===== src/rtl/seq_detect_multi.sv =====
`default_nettype none
// ============================================================================
// seq_detect_multi: multi-lane serial pattern detector with saturating hit
// counter. Optional step-key debouncer enabled by SEQDET_DEBOUNCE_EN.
// Revision: 1.0
// ============================================================================
module seq_detect_multi #(
  parameter int              PAT_W     = 8,
  parameter logic [PAT_W-1:0] PATTERN  = 8'b10100101,
  parameter int              LANES     = 4,
  parameter int              CNT_W     = 4,
  parameter int              DB_CYCLES = 400
) (
  input  logic             sclk,
  input  logic             rst_n,
  input  logic             step_key,
  input  logic             clear,
  input  logic [LANES-1:0] din,
  output logic [LANES-1:0] din_echo,
  output logic [LANES-1:0] hits,
  output logic             match_pulse,
  output logic [CNT_W-1:0] match_cnt,
  output logic             cnt_sat
);

  localparam int FILL_W = $clog2(PAT_W + 1);
  localparam int SUM_W  = CNT_W + 4;
  localparam logic [SUM_W-1:0] CNT_MAX = SUM_W'((1 << CNT_W) - 1);

  logic             sync1_q;
  logic             key_s_q;
  logic             key_db;
  logic             db_prev_q;
  logic             step_fire_q;

  logic [PAT_W-2:0] hist_q;
  logic [PAT_W-2:0] hist_d;
  logic [FILL_W-1:0] fill_q;
  logic [FILL_W-1:0] fill_d;
  logic [LANES-1:0] hits_q;
  logic [LANES-1:0] hit_d;
  logic [LANES-1:0] din_echo_q;
  logic [CNT_W-1:0] match_cnt_q;
  logic [CNT_W-1:0] cnt_d;
  logic [SUM_W-1:0] sum_d;
  logic [PAT_W-1:0] win;
  logic             match_pulse_q;

  always_ff @(posedge sclk or negedge rst_n) begin
    if (!rst_n) begin
      sync1_q <= 1'b0;
      key_s_q <= 1'b0;
    end else begin
      sync1_q <= step_key;
      key_s_q <= sync1_q;
    end
  end

`ifdef SEQDET_DEBOUNCE_EN
  localparam int DB_W = $clog2(DB_CYCLES + 1);
  // Counter value one short of DB_CYCLES-1: the increment would reach it this cycle
  localparam logic [DB_W-1:0] DB_LAST = DB_W'((DB_CYCLES > 1) ? DB_CYCLES - 2 : 0);

  logic            key_prev_q;
  logic            key_db_q;
  logic [DB_W-1:0] db_cnt_q;

  always_ff @(posedge sclk or negedge rst_n) begin
    if (!rst_n) begin
      key_prev_q <= 1'b0;
      key_db_q   <= 1'b0;
      db_cnt_q   <= '0;
    end else begin
      key_prev_q <= key_s_q;
      if (key_s_q != key_prev_q) begin
        db_cnt_q <= '0;
      end else if (db_cnt_q == DB_LAST) begin
        key_db_q <= key_s_q;
        db_cnt_q <= '0;
      end else begin
        db_cnt_q <= db_cnt_q + 1'b1;
      end
    end
  end

  assign key_db = key_db_q;
`else
  assign key_db = key_s_q;
`endif

  always_ff @(posedge sclk or negedge rst_n) begin
    if (!rst_n) begin
      db_prev_q   <= 1'b0;
      step_fire_q <= 1'b0;
    end else begin
      db_prev_q   <= key_db;
      step_fire_q <= key_db & ~db_prev_q;
    end
  end

  // All lanes are folded through the history in one cycle, oldest lane first
  always_comb begin
    hist_d = hist_q;
    hit_d  = '0;
    win    = '0;
    sum_d  = SUM_W'(match_cnt_q);
    for (int k = LANES - 1; k >= 0; k--) begin
      win      = {hist_d, din[k]};
      hit_d[k] = (win == PATTERN) && ((int'(fill_q) + LANES - k) >= PAT_W);
      hist_d   = win[PAT_W-2:0];
      sum_d    = sum_d + SUM_W'(hit_d[k]);
    end
    fill_d = ((int'(fill_q) + LANES) >= PAT_W) ? FILL_W'(PAT_W) : fill_q + FILL_W'(LANES);
    cnt_d  = (sum_d > CNT_MAX) ? {CNT_W{1'b1}} : sum_d[CNT_W-1:0];
  end

  always_ff @(posedge sclk or negedge rst_n) begin
    if (!rst_n) begin
      hist_q        <= '0;
      fill_q        <= '0;
      hits_q        <= '0;
      din_echo_q    <= '0;
      match_cnt_q   <= '0;
      match_pulse_q <= 1'b0;
    end else if (clear) begin
      hist_q        <= '0;
      fill_q        <= '0;
      hits_q        <= '0;
      din_echo_q    <= '0;
      match_cnt_q   <= '0;
      match_pulse_q <= 1'b0;
    end else if (step_fire_q) begin
      hist_q        <= hist_d;
      fill_q        <= fill_d;
      hits_q        <= hit_d;
      din_echo_q    <= din;
      match_cnt_q   <= cnt_d;
      match_pulse_q <= |hit_d;
    end else begin
      match_pulse_q <= 1'b0;
    end
  end

  assign din_echo    = din_echo_q;
  assign hits        = hits_q;
  assign match_pulse = match_pulse_q;
  assign match_cnt   = match_cnt_q;
  assign cnt_sat     = &match_cnt_q;

endmodule
`default_nettype wire

===== config.mk =====
export PLATFORM = sky130hd
export DESIGN_NAME = seq_detect_multi
export DESIGN_NICKNAME = d
export VERILOG_FILES = /design/src/rtl/seq_detect_multi.sv
export SDC_FILE = /design/constraint.sdc
export NUM_CORES = 1
export LEC_CHECK = 0
export ABC_AREA = 1
export CORE_UTILIZATION = 55
export DETAILED_ROUTE_END_ITERATION = 12
export PLACE_DENSITY_LB_ADDON = 0.25
export SYNTH_ARGS = -nofsm -noshare
export SYNTH_HDL_FRONTEND = slang
export SYNTH_SLANG_ARGS = --single-unit

===== constraint.sdc =====
create_clock -name sclk -period 8.3 [get_ports sclk]
set_clock_uncertainty 0.1 [all_clocks]
set_input_delay 2.49 -clock sclk [delete_from_list [all_inputs] [get_ports sclk]]
set_output_delay 2.49 -clock sclk [all_outputs]
set_load 0.1 [all_outputs]

==> flow_metrics.py <==
metrics = {
    "run_status": {
        "status": "finished, final reports clean",
    },
    "synth": {
        "synth_fp_nets": 172,
        "ys_seq_elements": 22,
        "netlist_area_sq_um": 1240,
        "synth.distinct_cells": 19,
        "avgSynthCellArea_sq_um": 8.08,
        "yosysTopAreaCellShare": 0.442,
        "syn_inst": 154,
        "synth_area_leaders": "dfrtp_1 44%, nand2_1 9.6%, inv_1 7.2%",
        "seq_area_frac_synth": 0.442,
        "ys_warn_count": 0,
        "synth_area_leader_cell": "dfrtp_1",
    },
    "clock_network": {
        "cts_root_buf": "clkbuf_4",
        "numCtsBuffers": 3,
        "cts_tree": "built",
        "post_cts_resized": 0,
        "clock_latency_ns": 0.30,
        "h-tree-depth": 1,
        "cts_setup_buffers": 0,
        "clock-sinks": 22,
        "holdBufCountCts": 0,
        "clockBufferDepth": 2,
        "path_clk_slew_ns": 0.12,
    },
    "hold_path": {
        "min-delay-start": "sync1_q$_DFF_PN0_",
        "hold_path.class": "flip-flop to flip-flop",
        "min_to": "key_db$_DFF_PN0_",
        "whs_path_depth": 0,
    },
    "global_routing": {
        "grt_max_degree": 23,
        "grt_pass1_wl_mm": 4.24,
        "grt_usage": 0.227,
        "grt_pass1_vias": 958,
        "grt_overflow": 0,
        "antenna_found_initial": 0,
    },
    "pwr": {
        "switching_share": 0.274,
        "p_switching_uw": 54.8,
        "p_comb_frac": 0.145,
        "p_int_uw": 145,
        "p_clk_frac": 0.293,
        "p_leak_uw": 0.000731,
        "ir_drop_mv": 0.107,
        "power_density_nw_per_um2": 135,
        "seq_power_share": 0.562,
    },
    "setup_path": {
        "regToRegStartpoint": "fill_q[2]$_DFFE_PN0P_",
        "path_max_fanout": 4,
        "rr_endpoint": "match_cnt[3]$_DFFE_PN0P_",
        "worst_ep_required_time_ns": 8.39,
        "rrSetupSlack_ns": 5.01,
        "worst-setup-path-type": "input pin to flip-flop",
        "r2r_cells": 14,
        "end_kind": "flip-flop",
        "startpoint_type": "input pin",
        "arrival_ns": 5.13,
    },
    "timing": {
        "worstMarginPinSlew_ns": 0.970,
        "max_freq_mhz": 198,
        "finalHoldViolCount": 0,
        "finalCriticalPeriod_ns": 5.04,
        "setup_viol": 0,
        "setup_tns_ns": 0,
        "timing.hold.ws_ns": 0.275,
        "slew-limit-headroom": 0.351,
        "drv_slew": 0,
        "rsz0062_at_grt": "false",
        "min_period_over_period": 0.607,
    },
    "run": {
        "drv_cap": 0,
    },
    "cells_and_area": {
        "area_growth_pct": 18.8,
        "n_fill_cell": 167,
        "antenna_cells": 0,
        "stdcell_count": 200,
        "final_net_count": 192,
        "drive_above_1_share": 0.0751,
    },
    "die": {
        "start_util": 0.610,
        "dieArea_sq_um": 2460,
        "io_pins": 22,
        "core.rowCount": 16,
        "die_w_um": 49.6,
        "fp.dieH_um": 49.6,
        "coreArea_sq_um": 2040,
    },
    "place": {
        "gp_congestion": 0.890,
        "hpwl_mm": 1.98,
        "io_buffers": 21,
        "place_inst": 196,
    },
    "detailed_routing": {
        "route.detailed.vias_per_inst": 5.28,
        "wire_per_inst_um": 12.9,
        "drt-total-wl_mm": 2.57,
        "drtIter0Drc": 40,
        "num_vias": 1056,
        "drc": 0,
        "ant_nets": 0,
        "drtPass1Iterations": 5,
    },
}
layout by cell type (no fill, tap or decap), types with 2 or more instances in the layout:
| master | instances |
|---|---|
| clkbuf_4 | 3 |
| nand2_1 | 32 |
| clkdlybuf4s50_1 | 21 |
| inv_1 | 24 |
| fa_1 | 3 |
| ha_1 | 7 |
| o21ai_0 | 4 |
| nor2_2 | 2 |
| o21ai_1 | 7 |
| inv_2 | 6 |
| dfrtp_1 | 22 |
| nand3_1 | 13 |
| o22ai_1 | 7 |
| nor2_1 | 17 |
power groups by stage:
stage | Combinational (uW) | Clock [uW] | Sequential (uW)
6_report | 29.0 | 58.5 | 112
5_1_grt | 31.6 | 64.0 | 113
4_1_cts | 29.1 | 59.4 | 112
3_5_place_dp | 29.0 | 0 | 114
3_3_place_gp | 28.3 | 0 | 114
2_1_floorplan | 20.0 | 0 | 114
cell type report:
| class | count | area (sq um) | share of cell area |
|---|---|---|---|
| clock buffers | 4 | 36.3 | 0.0245 |
| inverters | 30 | 113 | 0.0761 |
| multi-input cells | 96 | 536 | 0.362 |
| flip-flops and latches | 22 | 551 | 0.372 |
| well taps | 27 | 33.8 | 0.0228 |
| repair buffers | 21 | 210 | 0.142 |
per-stage QoR:
| step | area, sq um | util | power [uW] | worst slack, ns |
|---|---|---|---|---|
| 4_1_cts | 1480 | 0.724 | 201 | 3.26 |
| 3_5_place_dp | 1440 | 0.706 | 143 | 2.93 |
| 5_1_grt | 1480 | 0.724 | 208 | 3.09 |
| 3_3_place_gp | 1440 | 0.706 | 142 | 3.05 |
| 2_1_floorplan | 1240 | - | 134 | 1.63 |
| 6_report | 1480 | 0.724 | 200 | 3.26 |
how the worst max path moves through the flow:
stage / from / endpoint / slack, ns / depth (start not counted)
floorplan: match_cnt[3]$_DFFE_PN0P_ / cnt_sat / 1.63 / 2
finish: din[0] / match_cnt[3]$_DFFE_PN0P_ / 3.26 / 12
global route: din[3] / match_cnt[3]$_DFFE_PN0P_ / 3.09 / 13
detailed placement: din[0] / match_cnt[3]$_DFFE_PN0P_ / 2.93 / 12
CTS: din[2] / match_cnt[3]$_DFFE_PN0P_ / 3.26 / 12
global placement: din[2] / match_cnt[3]$_DFFE_PN0P_ / 3.05 / 12
flip-flops by register name, summed over array words and instances (netlist names), 2 cells and up:
register	cells
hist_q	7
hits	4
match_cnt	4
fill_q	2
critical path, stage by stage:
cell             delay (ns)
clkdlybuf4s50_1        0.50
nand3_1                0.09
nor3_1                 0.18
nand2_1                0.11
inv_1                  0.08
fa_1                   0.44
fa_1                   0.46
fa_1                   0.45
nor2_1                 0.13
nand3_1                0.08
nand2_1                0.06
o22ai_1                0.06
layer usage:
metal / track usage / up-vias / share of wire
li1: - / 515 / -
met1: 0.280 / 500 / 0.41
met2: 0.410 / 39 / 0.52
met3: 0.0432 / 2 / 0.057
met4: 0.0476 / 0 / 0.0097
met5: 0 / - / 0
synth_stat cells (all sizes together):
| cell type | number |
|---|---|
| nand2 | 32 |
| inv | 30 |
| dfrtp | 22 |
| nor2 | 20 |
| nand3 | 13 |
| o21ai | 11 |
| ha | 7 |
| o22ai | 7 |
| buf | 6 |
| fa | 3 |
| a21oi | 1 |
| nor3 | 1 |
| nor4 | 1 |
cells by family after synthesis:
logic type | share of synthesized area
flip-flops | 0.442
AND/OR/NAND/NOR | 0.228
AO/OA/AOI/OAI | 0.0834
buffers and inverters | 0.128
adder cells (fa/ha/maj) | 0.119
Note: power is estimated with default switching activity, not from simulation.
